File: src/rtl/buffer_16x4_pkg.sv
// Shared constants and types for the 16x4 word buffer and its fill controller.
package buffer_16x4_pkg;

  localparam int BUF_ROWS = 16;
  localparam int BUF_COLS = 4;
  localparam int BUF_AW   = 6;
  localparam int DATA_W   = 32;
  localparam int MEM_AW   = 16;

  // Buffer address of row 15, column 0: where refill words land.
  localparam logic [5:0] REFILL_BASE     = 6'd60;
  // Last issue index of a full fill (64 words) and of a row refill (4 words).
  localparam logic [5:0] FILL_LAST_IDX   = 6'd63;
  localparam logic [5:0] REFILL_LAST_IDX = 6'd3;

  // Loader FSM state encoding.
  localparam logic [2:0] ST_IDLE_ENC   = 3'd0;
  localparam logic [2:0] ST_FILL_ENC   = 3'd1;
  localparam logic [2:0] ST_READY_ENC  = 3'd2;
  localparam logic [2:0] ST_SHIFT_ENC  = 3'd3;
  localparam logic [2:0] ST_REFILL_ENC = 3'd4;

  typedef enum logic [2:0] {
    ST_IDLE   = ST_IDLE_ENC,
    ST_FILL   = ST_FILL_ENC,
    ST_READY  = ST_READY_ENC,
    ST_SHIFT  = ST_SHIFT_ENC,
    ST_REFILL = ST_REFILL_ENC
  } loader_state_t;

  // Map a refill column (0..3) onto its bottom-row buffer address (60..63).
  function automatic logic [5:0] refill_addr(input logic [1:0] col);
    return REFILL_BASE + {4'd0, col};
  endfunction

endpackage

File: src/rtl/buffer_16x4_rdpipe.sv
// One-stage read-to-write pipe: carries the write strobe and buffer address
// of each memory read forward one cycle so they line up with mem_rdata.
module buffer_16x4_rdpipe #(
  parameter int DATA_W = 32,
  parameter int BUF_AW = 6
) (
  input  logic              clk,
  input  logic              rst,
  input  logic              rd_valid,
  input  logic [BUF_AW-1:0] rd_addr,
  input  logic [DATA_W-1:0] mem_rdata,
  output logic              buf_we,
  output logic [BUF_AW-1:0] buf_address,
  output logic [DATA_W-1:0] buf_data_in
);

  logic              we_r;
  logic [BUF_AW-1:0] addr_r;

  // Delay the read strobe and its target address by one cycle.
  always_ff @(posedge clk or posedge rst) begin
    if (rst) begin
      we_r   <= 1'b0;
      addr_r <= '0;
    end else begin
      we_r   <= rd_valid;
      addr_r <= rd_valid ? rd_addr : '0;
    end
  end

  assign buf_we      = we_r;
  assign buf_address = addr_r;
  // Data passes straight from memory; forced to zero when no write is pending
  // so the port reads 0 under reset and between writes.
  assign buf_data_in = we_r ? mem_rdata : '0;

endmodule

File: src/rtl/buffer_16x4_loader.sv
// Fill controller for the 16x4 word buffer: full 64-word fill on start,
// then one-row advances (shift up + 4-word refill of row 15) on request.
module buffer_16x4_loader #(
  parameter int DATA_W = buffer_16x4_pkg::DATA_W,
  parameter int BUF_AW = buffer_16x4_pkg::BUF_AW,
  parameter int MEM_AW = buffer_16x4_pkg::MEM_AW
) (
  input  logic              clk,
  input  logic              rst,
  input  logic              start,
  input  logic [MEM_AW-1:0] base_addr,
  input  logic              adv_req,
  output logic              adv_ack,
  output logic              buf_ready,
  output logic              busy,
  output logic              mem_rd,
  output logic [MEM_AW-1:0] mem_addr,
  input  logic [DATA_W-1:0] mem_rdata,
  output logic              buf_we,
  output logic [BUF_AW-1:0] buf_address,
  output logic [DATA_W-1:0] buf_data_in,
  output logic              buf_shift_up
);

  import buffer_16x4_pkg::*;

  localparam logic [MEM_AW-1:0] ADDR_ONE = MEM_AW'(1);

  loader_state_t     state_r, state_s;
  logic [MEM_AW-1:0] ptr_r, ptr_s;      // next memory address to read
  logic [5:0]        idx_r, idx_s;      // index of the read issued this cycle
  logic              rd_r, rd_s;
  logic [MEM_AW-1:0] addr_r, addr_s;
  logic              shift_r, shift_s;
  logic              ack_r, ack_s;
  logic              ready_r, ready_s;
  logic              busy_r, busy_s;
  logic [BUF_AW-1:0] waddr_s;           // buffer slot for the read issued this cycle

  // Next-state and next-output logic; every output is registered one cycle later.
  always_comb begin
    state_s = state_r;
    ptr_s   = ptr_r;
    idx_s   = idx_r;
    rd_s    = 1'b0;
    addr_s  = '0;
    shift_s = 1'b0;
    ack_s   = 1'b0;
    ready_s = 1'b0;
    busy_s  = 1'b0;
    case (state_r)
      ST_IDLE: begin
        if (start) begin
          state_s = ST_FILL;
          rd_s    = 1'b1;
          addr_s  = base_addr;
          ptr_s   = base_addr + ADDR_ONE;
          idx_s   = 6'd0;
          busy_s  = 1'b1;
        end else begin
          state_s = ST_IDLE;
        end
      end
      ST_FILL: begin
        busy_s = 1'b1;
        if (rd_r && (idx_r != FILL_LAST_IDX)) begin
          rd_s   = 1'b1;
          addr_s = ptr_r;
          ptr_s  = ptr_r + ADDR_ONE;
          idx_s  = idx_r + 6'd1;
        end else if (rd_r) begin
          // Last read issued; its write lands in the next cycle.
          state_s = ST_FILL;
        end else begin
          state_s = ST_READY;
          busy_s  = 1'b0;
          ready_s = 1'b1;
        end
      end
      ST_READY: begin
        ready_s = 1'b1;
        if (start) begin
          // Restart wins over an advance; adv_req stays pending until after the fill.
          state_s = ST_FILL;
          rd_s    = 1'b1;
          addr_s  = base_addr;
          ptr_s   = base_addr + ADDR_ONE;
          idx_s   = 6'd0;
          busy_s  = 1'b1;
          ready_s = 1'b0;
        end else if (adv_req && !ack_r) begin
          // A request still held during its own ack cycle is the one being acked.
          state_s = ST_SHIFT;
          shift_s = 1'b1;
          busy_s  = 1'b1;
          ready_s = 1'b0;
        end else begin
          state_s = ST_READY;
        end
      end
      ST_SHIFT: begin
        state_s = ST_REFILL;
        busy_s  = 1'b1;
        rd_s    = 1'b1;
        addr_s  = ptr_r;
        ptr_s   = ptr_r + ADDR_ONE;
        idx_s   = 6'd0;
      end
      ST_REFILL: begin
        busy_s = 1'b1;
        if (rd_r && (idx_r != REFILL_LAST_IDX)) begin
          rd_s   = 1'b1;
          addr_s = ptr_r;
          ptr_s  = ptr_r + ADDR_ONE;
          idx_s  = idx_r + 6'd1;
        end else if (rd_r) begin
          state_s = ST_REFILL;
        end else begin
          state_s = ST_READY;
          busy_s  = 1'b0;
          ready_s = 1'b1;
          ack_s   = 1'b1;
        end
      end
      default: begin
        state_s = ST_IDLE;
      end
    endcase
  end

  // Buffer slot for the read in flight: linear index in a fill, bottom row in a refill.
  always_comb begin
    waddr_s = '0;
    if (state_r == ST_REFILL) begin
      waddr_s = BUF_AW'(refill_addr(idx_r[1:0]));
    end else begin
      waddr_s = BUF_AW'(idx_r);
    end
  end

  // State, pointer and output registers.
  always_ff @(posedge clk or posedge rst) begin
    if (rst) begin
      state_r <= ST_IDLE;
      ptr_r   <= '0;
      idx_r   <= 6'd0;
      rd_r    <= 1'b0;
      addr_r  <= '0;
      shift_r <= 1'b0;
      ack_r   <= 1'b0;
      ready_r <= 1'b0;
      busy_r  <= 1'b0;
    end else begin
      state_r <= state_s;
      ptr_r   <= ptr_s;
      idx_r   <= idx_s;
      rd_r    <= rd_s;
      addr_r  <= addr_s;
      shift_r <= shift_s;
      ack_r   <= ack_s;
      ready_r <= ready_s;
      busy_r  <= busy_s;
    end
  end

  buffer_16x4_rdpipe #(
    .DATA_W (DATA_W),
    .BUF_AW (BUF_AW)
  ) u_rdpipe (
    .clk         (clk),
    .rst         (rst),
    .rd_valid    (rd_r),
    .rd_addr     (waddr_s),
    .mem_rdata   (mem_rdata),
    .buf_we      (buf_we),
    .buf_address (buf_address),
    .buf_data_in (buf_data_in)
  );

  assign mem_rd       = rd_r;
  assign mem_addr     = addr_r;
  assign buf_shift_up = shift_r;
  assign adv_ack      = ack_r;
  assign buf_ready    = ready_r;
  assign busy         = busy_r;

endmodule

File: config.mk
export PLATFORM = sky130hd
export DESIGN_NAME = buffer_16x4_loader
export DESIGN_NICKNAME = d
export VERILOG_FILES = /design/src/rtl/buffer_16x4_pkg.sv /design/src/rtl/buffer_16x4_rdpipe.sv /design/src/rtl/buffer_16x4_loader.sv
export SDC_FILE = /design/constraint.sdc
export NUM_CORES = 1
export LEC_CHECK = 0
export ABC_CLOCK_PERIOD_IN_PS = 8600
export CORE_MARGIN = 3
export CORE_UTILIZATION = 27
export DETAILED_ROUTE_END_ITERATION = 16
export PLACE_DENSITY_LB_ADDON = 0.3
export SLEW_MARGIN = 20
export SYNTH_ARGS = -nofsm -noshare
export SYNTH_HDL_FRONTEND = slang
export SYNTH_SLANG_ARGS = --single-unit
export TNS_END_PERCENT = 20
File: constraint.sdc
create_clock -name clk -period 8.6 [get_ports clk]
set_input_delay 0.86 -clock clk [delete_from_list [all_inputs] [get_ports clk]]
set_output_delay 0.86 -clock clk [all_outputs]
set_load 0.1 [all_outputs]
==> impl_table.tex <==
\begin{tabular}{lr}
\hline
Metric & Value \\
\hline
\multicolumn{2}{l}{\textbf{Place}} \\
Count of buffers inserted at the top-level ports & 111 \\
Post-DP HPWL & between 6000 and 7000 um \\
Placed insts & roughly 580 \\
Gp weighted congestion & around 0.82 \\
\multicolumn{2}{l}{\textbf{CTS}} \\
Number of buffers between clock root and the deepest sink & 2 \\
Root buffer cell & sky130\_fd\_sc\_hd\_\_clkbuf\_16 \\
Buffers inserted by post-CTS timing repair & 0 \\
CTS tree & done \\
Clock transition at the registers of the reported paths & 0.07 ns \\
Clock Sinks & 53 \\
Hold-fix buffers, CTS & 0 \\
CTS resizes & 0 \\
Clock insertion delay at the later pin of the skew report & around 0.29 ns \\
Total CTS buffers & 5 \\
CTS H-tree depth & 2 \\
\multicolumn{2}{l}{\textbf{Worst setup path}} \\
Depth of the worst register-to-register path & 11 \\
Endpoint class of the critical path & flop \\
R2R Setup Slk & slightly below 5 ns \\
Kind of start point of the critical path & flop \\
Worst flop-to-flop path endpoint & ptr\_r[14]\$\_DFFE\_PP0P\_ \\
Critical path data arrival time & slightly below 4 ns \\
Startpoint of the worst register-to-register path & state\_r[2]\$\_DFFE\_PP0P\_ \\
Critical path peak fanout & 29 \\
CP Class & reg2reg \\
Data required time at the worst endpoint & approximately 8.8 ns \\
\multicolumn{2}{l}{\textbf{Detailed routing}} \\
Vias post-DR & about 3,000 \\
Average wire per standard cell & 15.7 um \\
Violation count after the first detailed-route iteration & about 160 \\
Number of nets still failing antenna checks after routing & 0 \\
1st-pass router iterations & 5 \\
Wire length reported by the detailed router & $\sim$9200 um \\
Number of vias per cell after detailed routing & around 5.2 \\
DRC violation count after routing & 0 \\
\multicolumn{2}{l}{\textbf{Die}} \\
Number of top-level pins & $\sim$110 \\
Die Ht & approximately 110 um \\
Number of placement rows & 38 \\
Core Region & approximately 0.011 mm\^{}2 \\
Total die area & 0.0128 mm\^{}2 \\
Starting density of the core & 0.282 \\
Chip Width & about 110 um \\
\multicolumn{2}{l}{\textbf{Timing}} \\
Worst max-slew margin expressed relative to the limit & 0.339 \\
Count of final hold-check violations & 0 \\
Final TNS setup & 0 ns \\
Slew Viols, Final & 0 \\
Clock period minus final worst setup slack & $\sim$3.7 ns \\
Highest achievable clock rate & about 270 MHz \\
Number of setup violations in the final report & 0 \\
Final cycle utilization of the critical path & 0.435 \\
Setup skew after layout & 0.00451 ns \\
Unrepaired setup endpoints after global routing & false \\
Worst-margin pin slew & slightly below 1 ns \\
\multicolumn{2}{l}{\textbf{Outcome}} \\
Outcome & finished, final reports clean \\
\multicolumn{2}{l}{\textbf{Synth}} \\
EDFF count, synth & 0 \\
Syn Std Cell Area & $\sim$0.0031 mm\^{}2 \\
Share of synthesized registers carrying an async set or reset & 1.00 \\
Avg Synthesized Cell Area & around 9.0 um\^{}2 \\
Main flop type after synthesis & sky130\_fd\_sc\_hd\_\_dfrtp\_1 \\
Sequential-to-total area share from yosys stat & 0.427 \\
Synth warnings & 0 \\
Flip-flop and latch count after synthesis & 53 \\
Mapped Cells & about 350 \\
Post-synthesis cell type count & 53 \\
Synthesized net count & 400 \\
\multicolumn{2}{l}{\textbf{Global routing}} \\
Global route overflow & 0 \\
Maximum number of pins on one net before global-route repair & 54 \\
Overall routing resource usage & 0.144 \\
Initial antenna violation count & 0 \\
Wire length of the first global-routing pass & $\sim$15,000 um \\
Vias in the first global route & between 3,000 and 4,000 \\
\multicolumn{2}{l}{\textbf{Run}} \\
Max-cap violations & 0 \\
\multicolumn{2}{l}{\textbf{Layout}} \\
Antenna cell count & 0 \\
Fraction of layout instances using a drive strength above 1 & 0.0429 \\
Number of nets in the layout & $\sim$500 \\
Final non-filler cell total & 583 \\
Relative area change from synthesis to final layout & 43.9\% \\
\multicolumn{2}{l}{\textbf{Worst hold path}} \\
Path type of the worst min-delay path & reg2reg \\
Min-delay src & ptr\_r[15]\$\_DFFE\_PP0P\_ \\
Hold endpoint & mem\_addr[15]\$\_DFF\_PP0\_ \\
Worst Hold Depth & 1 \\
\hline
\end{tabular}
[per-layer routing]
metal / track usage / up-vias / part of all wire
met5: 0 / - / 0
met4: 0.0337 / 0 / 0.0051
met3: 0.0310 / 2 / 0.080
met2: 0.253 / 123 / 0.48
met1: 0.182 / 1449 / 0.43
li1: - / 1441 / -
[Yosys cell counts (6+ instances only)]
cell type,number,share of area
sky130_fd_sc_hd__a21oi_1,16,0.026
sky130_fd_sc_hd__mux2i_1,7,0.023
sky130_fd_sc_hd__nand2_1,42,0.051
sky130_fd_sc_hd__o21ai_0,8,0.013
sky130_fd_sc_hd__clkbuf_1,19,0.023
sky130_fd_sc_hd__o211ai_1,7,0.017
sky130_fd_sc_hd__nor2_1,17,0.021
sky130_fd_sc_hd__nand3_1,11,0.018
sky130_fd_sc_hd__a22o_1,16,0.045
sky130_fd_sc_hd__nand2b_1,6,0.012
sky130_fd_sc_hd__a31oi_1,6,0.012
sky130_fd_sc_hd__nor3_1,6,0.0097
sky130_fd_sc_hd__dfrtp_1,53,0.43
sky130_fd_sc_hd__and2_1,36,0.072
sky130_fd_sc_hd__o21ai_1,8,0.013
[stage by stage]
| step | instance area, um^2 | utilization | setup WS [ns] | hold slack [ns] |
|---|---|---|---|---|
| 2_1_floorplan | 3110 | - | 5.31 | 0.481 |
| 3_3_place_gp | 4320 | 0.391 | 5.05 | 0.496 |
| 3_5_place_dp | 4320 | 0.391 | 4.90 | 0.506 |
| 4_1_cts | 4480 | 0.406 | 4.88 | 0.521 |
| 5_1_grt | 4480 | 0.406 | 4.50 | 0.545 |
| 6_report | 4480 | 0.406 | 4.86 | 0.513 |
[cell type report]
cell class	count	area, um^2
inverters	6	22.5
well taps	140	175
fillers	1079	6560
clock buffers	5	125
clock inverters	2	35.0
flip-flops and latches	53	1330
repair buffers	116	1150
multi-input cells	261	1640
[worst max-delay path: stages, from the launching register on]
cell and delay [ns]:
sky130_fd_sc_hd__dfrtp_1 0.68, sky130_fd_sc_hd__nor2_1 0.67, sky130_fd_sc_hd__buf_4 0.32, sky130_fd_sc_hd__nand2_1 0.07
sky130_fd_sc_hd__nand2_1 0.08, sky130_fd_sc_hd__ha_1 0.32, sky130_fd_sc_hd__nand3_1 0.12, sky130_fd_sc_hd__o22ai_1 0.46
sky130_fd_sc_hd__and4_1 0.34, sky130_fd_sc_hd__mux2_2 0.35, sky130_fd_sc_hd__a21oi_1 0.15, sky130_fd_sc_hd__a21oi_1 0.05
[how the worst max path moves through the flow]
stage / from / end
after global placement: state_r[2]$_DFFE_PP0P_ / ptr_r[14]$_DFFE_PP0P_
after detailed placement: state_r[2]$_DFFE_PP0P_ / ptr_r[14]$_DFFE_PP0P_
after floorplan: state_r[0]$_DFFE_PP0P_ / ptr_r[14]$_DFFE_PP0P_
after global routing: state_r[2]$_DFFE_PP0P_ / ptr_r[14]$_DFFE_PP0P_
final: state_r[2]$_DFFE_PP0P_ / ptr_r[14]$_DFFE_PP0P_
after CTS: state_r[2]$_DFFE_PP0P_ / ptr_r[14]$_DFFE_PP0P_
[sequential cells by signal, summed over array words and instances, names as in the netlist]
name / cells
mem_addr: 16
state_r: 3
ptr_r: 16
buf_ready: 1
buf_shift_up: 1
u_rdpipe.buf_address: 6
idx_r: 6
mem_rd: 1
u_rdpipe.buf_we: 1
adv_ack: 1
busy: 1
[cells by family after synthesis]
family | share of synthesized area
muxes | 0.0298
xor gates and xnor gates | 0.0113
DFF | 0.427
and+or+nand+nor | 0.263
AOI/OAI and AO/OA | 0.216
buffers and inverters | 0.0451
adders and majority gates | 0.00805
[cells in the final DEF, fill, tap and decap left out, types with 3 or more instances in the layout]
cell type                         Yosys  layout
sky130_fd_sc_hd__nand2_1             42      42
sky130_fd_sc_hd__a21oi_1             16      16
sky130_fd_sc_hd__nand4_1              5       5
sky130_fd_sc_hd__clkdlybuf4s50_1      0     111
sky130_fd_sc_hd__inv_1                5       4
sky130_fd_sc_hd__o21ai_1              8       8
sky130_fd_sc_hd__dfrtp_1             53      53
sky130_fd_sc_hd__nor2_1              17      17
sky130_fd_sc_hd__o211ai_1             7       7
sky130_fd_sc_hd__and3_1               4       4
sky130_fd_sc_hd__buf_4                2       5
sky130_fd_sc_hd__mux2i_1              7       7
sky130_fd_sc_hd__nand4bb_1            5       5
sky130_fd_sc_hd__or2_1                3       3
sky130_fd_sc_hd__o21a_1               4       4
sky130_fd_sc_hd__or3_1                5       5
sky130_fd_sc_hd__o2111ai_1            4       4
sky130_fd_sc_hd__nand3_1             11      11
sky130_fd_sc_hd__nand2b_1             6       6
sky130_fd_sc_hd__a22oi_1              4       4
sky130_fd_sc_hd__clkbuf_16            0       5
sky130_fd_sc_hd__o21ai_0              8       8
sky130_fd_sc_hd__nand3b_1             3       3
sky130_fd_sc_hd__a21o_1               3       3
sky130_fd_sc_hd__a31oi_1              6       6
sky130_fd_sc_hd__and2_1              36      36
sky130_fd_sc_hd__nor3b_1              3       3
sky130_fd_sc_hd__nor3_1               6       6
sky130_fd_sc_hd__a22o_1              16      16
Power is left out: the tool's default activity adds up to more than one toggle a clock period on the data nets, which glitch-free logic cannot reach.
